[src/rtl/serial_subtractor_pkg.sv]
// Shared types and sizing helpers for the serial subtractor.
// Optional add mode is enabled by defining SERIAL_SUBTRACTOR_ADD_MODE_EN.
package serial_sub_pkg;

    localparam int N_DEF = 32;
    localparam int W_DEF = 4;

    typedef enum logic [1:0] {
        IDLE = 2'd0,
        RUN  = 2'd1,
        DONE = 2'd2
    } state_t;

    // Slice counter width; never narrower than one bit so W == N still has a counter.
    function automatic int cnt_width(input int slices);
        return (slices <= 1) ? 1 : $clog2(slices);
    endfunction

endpackage

[src/rtl/serial_subtractor_if.sv]
// Start/busy/done handshake and operand/result bundle for the serial subtractor.
// The op select exists only when SERIAL_SUBTRACTOR_ADD_MODE_EN is defined.
interface serial_subtractor_if #(
    parameter int N = 32
);
    logic         start;
    logic [N-1:0] A;
    logic [N-1:0] B;
`ifdef SERIAL_SUBTRACTOR_ADD_MODE_EN
    logic         op;
`endif
    logic         busy;
    logic         done;
    logic [N-1:0] Diff;
    logic         Borrow;
    logic         Ovf;

`ifdef SERIAL_SUBTRACTOR_ADD_MODE_EN
    modport master (output start, A, B, op, input busy, done, Diff, Borrow, Ovf);
    modport slave  (input start, A, B, op, output busy, done, Diff, Borrow, Ovf);
`else
    modport master (output start, A, B, input busy, done, Diff, Borrow, Ovf);
    modport slave  (input start, A, B, output busy, done, Diff, Borrow, Ovf);
`endif

endinterface

[src/rtl/serial_subtractor_slice.sv]
// Combinational W-bit ripple of full adders; also exposes the carry into the top bit
// so the caller can form signed overflow on the final slice.
module serial_sub_slice #(
    parameter int W = 4
) (
    input  logic [W-1:0] a,
    input  logic [W-1:0] b,
    input  logic         cin,
    output logic [W-1:0] s,
    output logic         cout,
    output logic         c_msb_in
);

    logic [W:0] c;

    assign c[0] = cin;

    for (genvar i = 0; i < W; i++) begin : g_fa
        assign s[i]   = a[i] ^ b[i] ^ c[i];
        assign c[i+1] = (a[i] & b[i]) | (a[i] & c[i]) | (b[i] & c[i]);
    end

    assign cout     = c[W];
    assign c_msb_in = c[W-1];

endmodule

[src/rtl/serial_subtractor.sv]
// Multi-cycle two's-complement subtractor: Diff = A + ~B + 1, W bits per cycle.
// Defining SERIAL_SUBTRACTOR_ADD_MODE_EN adds an op input (1 = add) sampled with start.
//
//   state | meaning
//   IDLE  | waiting for start; outputs hold last result
//   RUN   | one W-bit slice per cycle, LSB slice first
//   DONE  | publish Diff/Borrow/Ovf, pulse done, return to IDLE
module serial_subtractor
    import serial_sub_pkg::*;
#(
    parameter int N = N_DEF,
    parameter int W = W_DEF
) (
    input logic                clk,
    input logic                rst,
    serial_subtractor_if.slave bus
);

    localparam int               SLICES = N / W;
    localparam int               CNT_W  = cnt_width(SLICES);
    localparam logic [CNT_W-1:0] LAST   = CNT_W'(SLICES - 1);

    state_t           state;
    logic [N-1:0]     a_reg;
    logic [N-1:0]     b_reg;
    logic [N-1:0]     res;
    logic [N-1:0]     res_next;
    logic             carry;
    logic             msb_cin;
    logic [CNT_W-1:0] cnt;
    logic             borrow_fin;

    logic [W-1:0]     sum;
    logic             cout;
    logic             c_msb;

    serial_sub_slice #(.W(W)) u_slice (
        .a        (a_reg[W-1:0]),
        .b        (b_reg[W-1:0]),
        .cin      (carry),
        .s        (sum),
        .cout     (cout),
        .c_msb_in (c_msb)
    );

    // Result fills from the top so the LSB slice ends up at bit 0 after the last slice.
    if (W == N) begin : g_one
        assign res_next = sum;
    end else begin : g_shift
        assign res_next = {sum, res[N-1:W]};
    end

`ifdef SERIAL_SUBTRACTOR_ADD_MODE_EN
    logic op_add;
    assign borrow_fin = op_add ? carry : ~carry;
`else
    assign borrow_fin = ~carry;
`endif

    always_ff @(posedge clk) begin
        if (rst) begin
            state      <= IDLE;
            a_reg      <= '0;
            b_reg      <= '0;
            res        <= '0;
            carry      <= 1'b0;
            msb_cin    <= 1'b0;
            cnt        <= '0;
            bus.busy   <= 1'b0;
            bus.done   <= 1'b0;
            bus.Diff   <= '0;
            bus.Borrow <= 1'b0;
            bus.Ovf    <= 1'b0;
`ifdef SERIAL_SUBTRACTOR_ADD_MODE_EN
            op_add     <= 1'b0;
`endif
        end else begin
            bus.done <= 1'b0;
            case (state)
                IDLE: begin
                    if (bus.start) begin
                        a_reg    <= bus.A;
`ifdef SERIAL_SUBTRACTOR_ADD_MODE_EN
                        b_reg    <= bus.op ? bus.B : ~bus.B;
                        carry    <= ~bus.op;
                        op_add   <= bus.op;
`else
                        b_reg    <= ~bus.B;
                        carry    <= 1'b1;
`endif
                        cnt      <= '0;
                        bus.busy <= 1'b1;
                        state    <= RUN;
                    end
                end
                RUN: begin
                    res     <= res_next;
                    a_reg   <= a_reg >> W;
                    b_reg   <= b_reg >> W;
                    carry   <= cout;
                    msb_cin <= c_msb;
                    cnt     <= cnt + 1'b1;
                    if (cnt == LAST) begin
                        bus.busy <= 1'b0;
                        state    <= DONE;
                    end
                end
                DONE: begin
                    bus.done   <= 1'b1;
                    bus.Diff   <= res;
                    bus.Borrow <= borrow_fin;
                    bus.Ovf    <= carry ^ msb_cin;
                    state      <= IDLE;
                end
                default: state <= IDLE;
            endcase
        end
    end

endmodule

[src/flat_wrapper.sv]
// flat-port wrapper written by rule: the top's interface ports become plain ports
module serial_subtractor_flat import serial_sub_pkg::*;
#(
    parameter int N = N_DEF,
    parameter int W = W_DEF
)
  (clk, rst, bus_start, bus_A, bus_B, bus_busy, bus_done, bus_Diff, bus_Borrow, bus_Ovf);
  serial_subtractor_if #(.N(N)) bus_i ();
  input logic clk;
  input logic rst;
  input wire logic [$bits(bus_i.start)-1:0] bus_start;
  input wire logic [$bits(bus_i.A)-1:0] bus_A;
  input wire logic [$bits(bus_i.B)-1:0] bus_B;
  output wire logic [$bits(bus_i.busy)-1:0] bus_busy;
  output wire logic [$bits(bus_i.done)-1:0] bus_done;
  output wire logic [$bits(bus_i.Diff)-1:0] bus_Diff;
  output wire logic [$bits(bus_i.Borrow)-1:0] bus_Borrow;
  output wire logic [$bits(bus_i.Ovf)-1:0] bus_Ovf;
  assign bus_i.start = bus_start;
  assign bus_i.A = bus_A;
  assign bus_i.B = bus_B;
  assign bus_busy = bus_i.busy;
  assign bus_done = bus_i.done;
  assign bus_Diff = bus_i.Diff;
  assign bus_Borrow = bus_i.Borrow;
  assign bus_Ovf = bus_i.Ovf;
  serial_subtractor #(.N(N), .W(W)) u_core (.clk(clk), .rst(rst), .bus(bus_i));
endmodule
[config.mk]
export PLATFORM = sky130hd
export DESIGN_NAME = serial_subtractor_flat
export DESIGN_NICKNAME = d
export VERILOG_FILES = /design/src/rtl/serial_subtractor_pkg.sv /design/src/rtl/serial_subtractor_if.sv /design/src/rtl/serial_subtractor_slice.sv /design/src/rtl/serial_subtractor.sv /design/src/flat_wrapper.sv
export SDC_FILE = /design/constraint.sdc
export NUM_CORES = 1
export LEC_CHECK = 0
export CORE_MARGIN = 2
export CORE_UTILIZATION = 35
export DETAILED_ROUTE_END_ITERATION = 10
export GPL_TIMING_DRIVEN = 0
export HOLD_SLACK_MARGIN = 0.03
export PLACE_DENSITY_LB_ADDON = 0.2
export SLEW_MARGIN = 20
export SYNTH_ARGS = -nofsm -noshare
export SYNTH_HDL_FRONTEND = slang
export SYNTH_HIERARCHICAL = 1
export SYNTH_SLANG_ARGS = --single-unit
export TNS_END_PERCENT = 20
[constraint.sdc]
create_clock -name clk -period 3.6 [get_ports clk]
set_input_delay 0.54 -clock clk [delete_from_list [all_inputs] [get_ports clk]]
set_output_delay 0.54 -clock clk [all_outputs]
set_load 0.02 [all_outputs]
==> out/results.txt, run 1 <==
Synth Flop Type -> dfxtp_1
Clock Skew -> 4.10 ps
P&R area growth vs syn -> 33.7%
register bit count reported by yosys -> 139
Critical Path Sink Type -> register
n_diodes -> 0
routed wire length -> 12,900 um
Final nets -> 771
Period minus WS final -> 2220 ps
# rows -> 46
htree depth -> 4
Hold Path Depth -> 2
number of port buffers -> 102
syn avg cell area -> 9.67 sq um
CP Class -> register to register
peak supply drop -> 0.325 mV
share of layout cells above drive strength 1 -> 0.150
r2r setup slk -> 1380 ps
hold_ws -> 456 ps
worst-margin pin slew -> 492 ps
Clock Path Buffers -> 2
Hold Crit Start -> u_core/bus.Diff[18]
commonest non-fill, non-tap cells in the layout -> dfxtp_1, nand2_1, clkdlybuf4s50_1, a21oi_1, nor2_1
worst r2r src -> u_core/carry
leading cell type in the layout, fill and taps excluded -> dfxtp_1
drt drc -> 0
Final Cycle Share -> 0.617
Die Y -> 130 um
reg2reg end -> u_core/res[31]
dpl cells -> 895
hold buffer count at cts -> 0
sequential share of the synthesized area -> 0.499
R2R cell count -> 10
Detailed Place HPWL -> 9460 um
Starting Density -> 0.355
crit path launch -> u_core/carry
Ys Warns -> 6
via count -> 4,377
max cap viols -> 0
die width -> 130 um
Vias/cell -> 4.72
CTS buffer count -> 17
post-synthesis instance area -> 5580 sq um
CTS sink cnt -> 139
worst-path maximum fanout -> 4
Antenna Nets Post-Route -> 0
Resize count post-CTS -> 0
Clock transition at path regs -> 60 ps
routed len/inst -> 13.9 um
Mapped Cells -> 577
Post-synth ARST share -> 0
crit-path cells -> inv_1 -> fa_1 -> inv_1 -> fa_1 -> fa_1 -> inv_1 -> fa_1 -> inv_1 -> nand2_1 -> a21oi_1
initial drt markers -> 138
slew margin rel. -> 0.669
vias in the first global route -> 4,461
root buffer cell -> clkbuf_16
IO Pins -> 103
full die area -> 17,000 sq um
Syn Nets -> 650
Crit-path slowest cell -> fa_1
final hold violation count -> 0
pin count of the biggest net entering global routing -> 17
Tot Pwr -> 3.73 mW
initial antenna violation count -> 0
Setup Fix Bufs, Post-CTS -> 0
drt first pass iters -> 4
worst hold endpoint -> u_core/bus.Diff[18]
area occupied by multi-input gates -> 2430 sq um
final setup TNS -> 0 ps
Post-synth EDFFs -> 0
Filler Cells Inserted -> 1,519
unrepaired setup endpoints after global routing -> false
GR Util All Layers -> 0.160
Core Footprint -> 15,700 sq um
total gr overflow -> 0
WP buf/inv -> 4
Clk Latency, worst-skew pair -> 410 ps
Lkg Pwr -> 2.67 nW
Worst EP arrival -> 2560 ps
run status -> complete, no violations
worst min path class -> register to register
final setup fails -> 0
CP Data Required Time -> 3940 ps
GPL Wtd Cong -> 0.806
CP peak stage delay -> 420 ps
family with the most delay on the worst path -> adder cells
Highest Clock Rate -> 450 MHz
Pwr Density -> 500 nW/um^2
sequential standard cell area -> 2780 sq um
Synth cell types -> 32
final std cells w/o fill -> 927
global-route wire length before repair -> 21,200 um
CTS tree -> done
Worst Setup Start Kind -> register
Final Max Tran Viols -> 0
-- worst min-delay path: stages, from the launching register on --
cell and delay [ps]:
dfxtp_1 310, nand2_1 50, a21oi_1 50
-- synthesized netlist by cell type, types with 2 or more instances --
library cell  count  area (sq um)
buf_6             4          45.0
buf_2            15          75.1
dfxtp_1         139          2780
inv_1            11          41.3
fa_1              4          80.1
buf_8             3          45.0
o2bb2ai_1        30           263
clkbuf_1          6          22.5
a21oi_1          95           475
ha_1              2          25.0
nand2b_1          4          25.0
nor2_1           34           128
a22o_1            6          52.6
nor2b_1           2          12.5
buf_4            18           135
nand2_1         131           492
nor3_1            2          10.0
o2bb2ai_2        30           450
mux2i_1          28           280
-- per-layer routing --
metal	wire length, um	track usage
met5	0	0
met4	163	0.0576
met3	542	0.0447
met2	6310	0.274
met1	5900	0.193
-- area by class of cell --
cell class | count | area share
buffer | 47 | 0.0438
clock buffer | 21 | 0.0631
clock inverter | 11 | 0.0159
inverter | 11 | 0.00554
multi-input combinational | 380 | 0.325
sequential | 139 | 0.373
tap | 216 | 0.0362
timing repair buffer | 102 | 0.137
-- logic make-up (layout without fill, tap and decap cells) --
group / after synthesis / count (layout) / synth area share
AO/OA/AOI/OAI: 166 / 166 / 0.234
XOR/XNOR: 1 / 1 / 0.00157
adder cells (fa/ha/maj): 6 / 6 / 0.0188
buffers and inverters: 58 / 192 / 0.0659
flip-flops: 139 / 139 / 0.499
multiplexers: 29 / 29 / 0.0523
AND/OR/NAND/NOR: 178 / 178 / 0.129
-- metrics by stage --
step | util | worst slack [ps] | area (sq um)
2_1_floorplan | - | 1560 | 5580
3_3_place_gp | 0.437 | 1440 | 6870
3_5_place_dp | 0.437 | 1400 | 6870
4_1_cts | 0.475 | 1380 | 7460
5_1_grt | 0.475 | 1240 | 7460
6_report | 0.475 | 1380 | 7460
-- power breakdown --
part | total, mW | leakage (nW) | switching, mW | internal (mW)
registers | 1.65 | 1.13 | 0.0461 | 1.60
clock network | 1.72 | 0.281 | 0.648 | 1.07
logic | 0.366 | 1.26 | 0.183 | 0.182
total | 3.73 | 2.67 | 0.877 | 2.86
-- worst max path at each step --
stage,end,slack [ps],depth (start not counted)
2_1_floorplan,u_core/res[31],1560,10
3_3_place_gp,u_core/res[31],1440,10
3_5_place_dp,u_core/res[31],1400,10
4_1_cts,u_core/res[31],1380,10
5_1_grt,u_core/res[31],1240,10
6_report,u_core/res[31],1380,10
No activity file was read; power rests on OpenSTA's default activity.
==> inputs of run 2 (changes only) <==
==> constraint.sdc (replaced) <==
create_clock -name clk -period 2.3 [get_ports clk]
set_input_delay 0.345 -clock clk [delete_from_list [all_inputs] [get_ports clk]]
set_output_delay 0.345 -clock clk [all_outputs]
set_load 0.02 [all_outputs]
==> run 2 against run 1 <==
  * Sequential share of layout area hardly changed
  * Global-route usage unchanged
  * Flip-flop and latch count unchanged
  * Maximum frequency up 3.5%
  * Via count is the same
  * Cell count unchanged
  * Die area is the same
  * Critical path depth stayed put
  * Setup slack worse by 1200 ps
  * Wire length about the same
  * First-iteration DRC count is 8.0% lower
  * Combinational power rose by 57%
  * Largest cell class unchanged
==> out/results.txt, run 2 (same netlist as run 1, synthesis figures left out) <==
initial drt markers -> 127
global-route wire length before repair -> 21,200 um
CP peak stage delay -> 400 ps
pin count of the biggest net entering global routing -> 17
GR Util All Layers -> 0.160
Critical Path Sink Type -> register
routed wire length -> 12,900 um
r2r setup slk -> 160 ps
Clock Skew -> 4.07 ps
CP Class -> register to register
Cell Area, Placed -> 6870 sq um
Detailed Place HPWL -> 9460 um
max cap viols -> 0
GPL Wtd Cong -> 0.806
total gr overflow -> 0
# rows -> 46
Starting Density -> 0.355
worst min path class -> register to register
Period minus WS final -> 2140 ps
Final Max Tran Viols -> 0
run status -> complete, no violations
drt first pass iters -> 4
Setup Fix Bufs, Post-CTS -> 0
unrepaired setup endpoints after global routing -> false
Die Y -> 130 um
Crit path top cell by count -> inv_1
met3 usage -> 0.0447
routed len/inst -> 13.9 um
IO Pins -> 103
crit-path cells -> inv_1 -> fa_1 -> inv_1 -> fa_1 -> fa_2 -> inv_1 -> fa_1 -> inv_1 -> nand2_1 -> a21oi_1
leading cell type in the layout, fill and taps excluded -> dfxtp_1
Final nets -> 771
Clk Latency, worst-skew pair -> 410 ps
initial antenna violation count -> 0
Highest Clock Rate -> 466 MHz
via count -> 4,377
layer with the highest usage -> met2
Clock transition at path regs -> 60 ps
family with the most delay on the worst path -> adder cells
worst-path maximum fanout -> 2
design area -> 7460 sq um
Worst Setup Start Kind -> register
peak supply drop -> 0.509 mV
Vias/cell -> 4.72
CTS sink cnt -> 139
root buffer cell -> clkbuf_16
vias in the first global route -> 4,461
CP Data Required Time -> 2640 ps
Pwr Density -> 783 nW/um^2
met1 GRT Util -> 0.193
htree depth -> 4
drt drc -> 0
Core Footprint -> 15,700 sq um
P&R area growth vs syn -> 33.8%
die width -> 130 um
Resize count post-CTS -> 0
final setup fails -> 0
worst-margin pin slew -> 492 ps
GR Util met2 -> 0.274
Final Cycle Share -> 0.932
Clock Path Buffers -> 2
post-layout util -> 0.475
hold buffer count at cts -> 0
Worst EP arrival -> 2490 ps
final setup TNS -> 0 ps
n_diodes -> 0
Antenna Nets Post-Route -> 0
WP buf/inv -> 4
CTS tree -> done
commonest non-fill, non-tap cells in the layout -> dfxtp_1, nand2_1, clkdlybuf4s50_1, a21oi_1, nor2_1
CTS buffer count -> 17
final hold violation count -> 0
full die area -> 17,000 sq um
number of port buffers -> 102
Crit-path slowest cell -> fa_1
Lkg Pwr -> 2.67 nW
share of layout cells above drive strength 1 -> 0.153
slew margin rel. -> 0.669
## run 2: worst paths after layout
check | start | end | depth (start not counted)
worst max register to register | u_core/a_reg[0] | u_core/res[31] | 10
worst min register to register | u_core/bus.Diff[18] | u_core/bus.Diff[18] | 2
worst min-delay path | u_core/bus.Diff[18] | u_core/bus.Diff[18] | 2
worst max-delay path | u_core/a_reg[0] | u_core/res[31] | 10
## run 2: per-layer routing
layer  routed length, um  up-vias
met5                   0        -
met4                 163        0
met3                 562       14
met2                6310       95
met1                5890     2054
li1                    -     2214
## run 2: cell type report
type / count / area (sq um)
flip-flops and latches: 139 / 2780
well taps: 216 / 270
inverters: 11 / 41.3
clock buffers: 21 / 470
repair buffers: 102 / 1020
multi-input cells: 380 / 2430
fillers: 1517 / 8250
clock inverters: 11 / 119
plain buffers: 47 / 327
## run 2: power by group
part	switching, mW	leakage (nW)	internal [mW]
combinational	0.287	1.26	0.286
sequential	0.0724	1.13	2.51
clock	1.01	0.281	1.67
## run 2: per-stage QoR
step	hold slack, ps	std cells	total power [mW]	worst slack, ps
after floorplan	427	577	2.98	262
after global placement	445	895	3.19	137
after detailed placement	447	895	3.21	96.6
after CTS	458	927	5.91	81.0
after global routing	473	927	6.08	24.3
final	456	927	5.84	155
## run 2: tightest hold or removal path, stage by stage (launching register included)
cell     delay, ps
dfxtp_1        310
nand2_1         50
a21oi_1         50
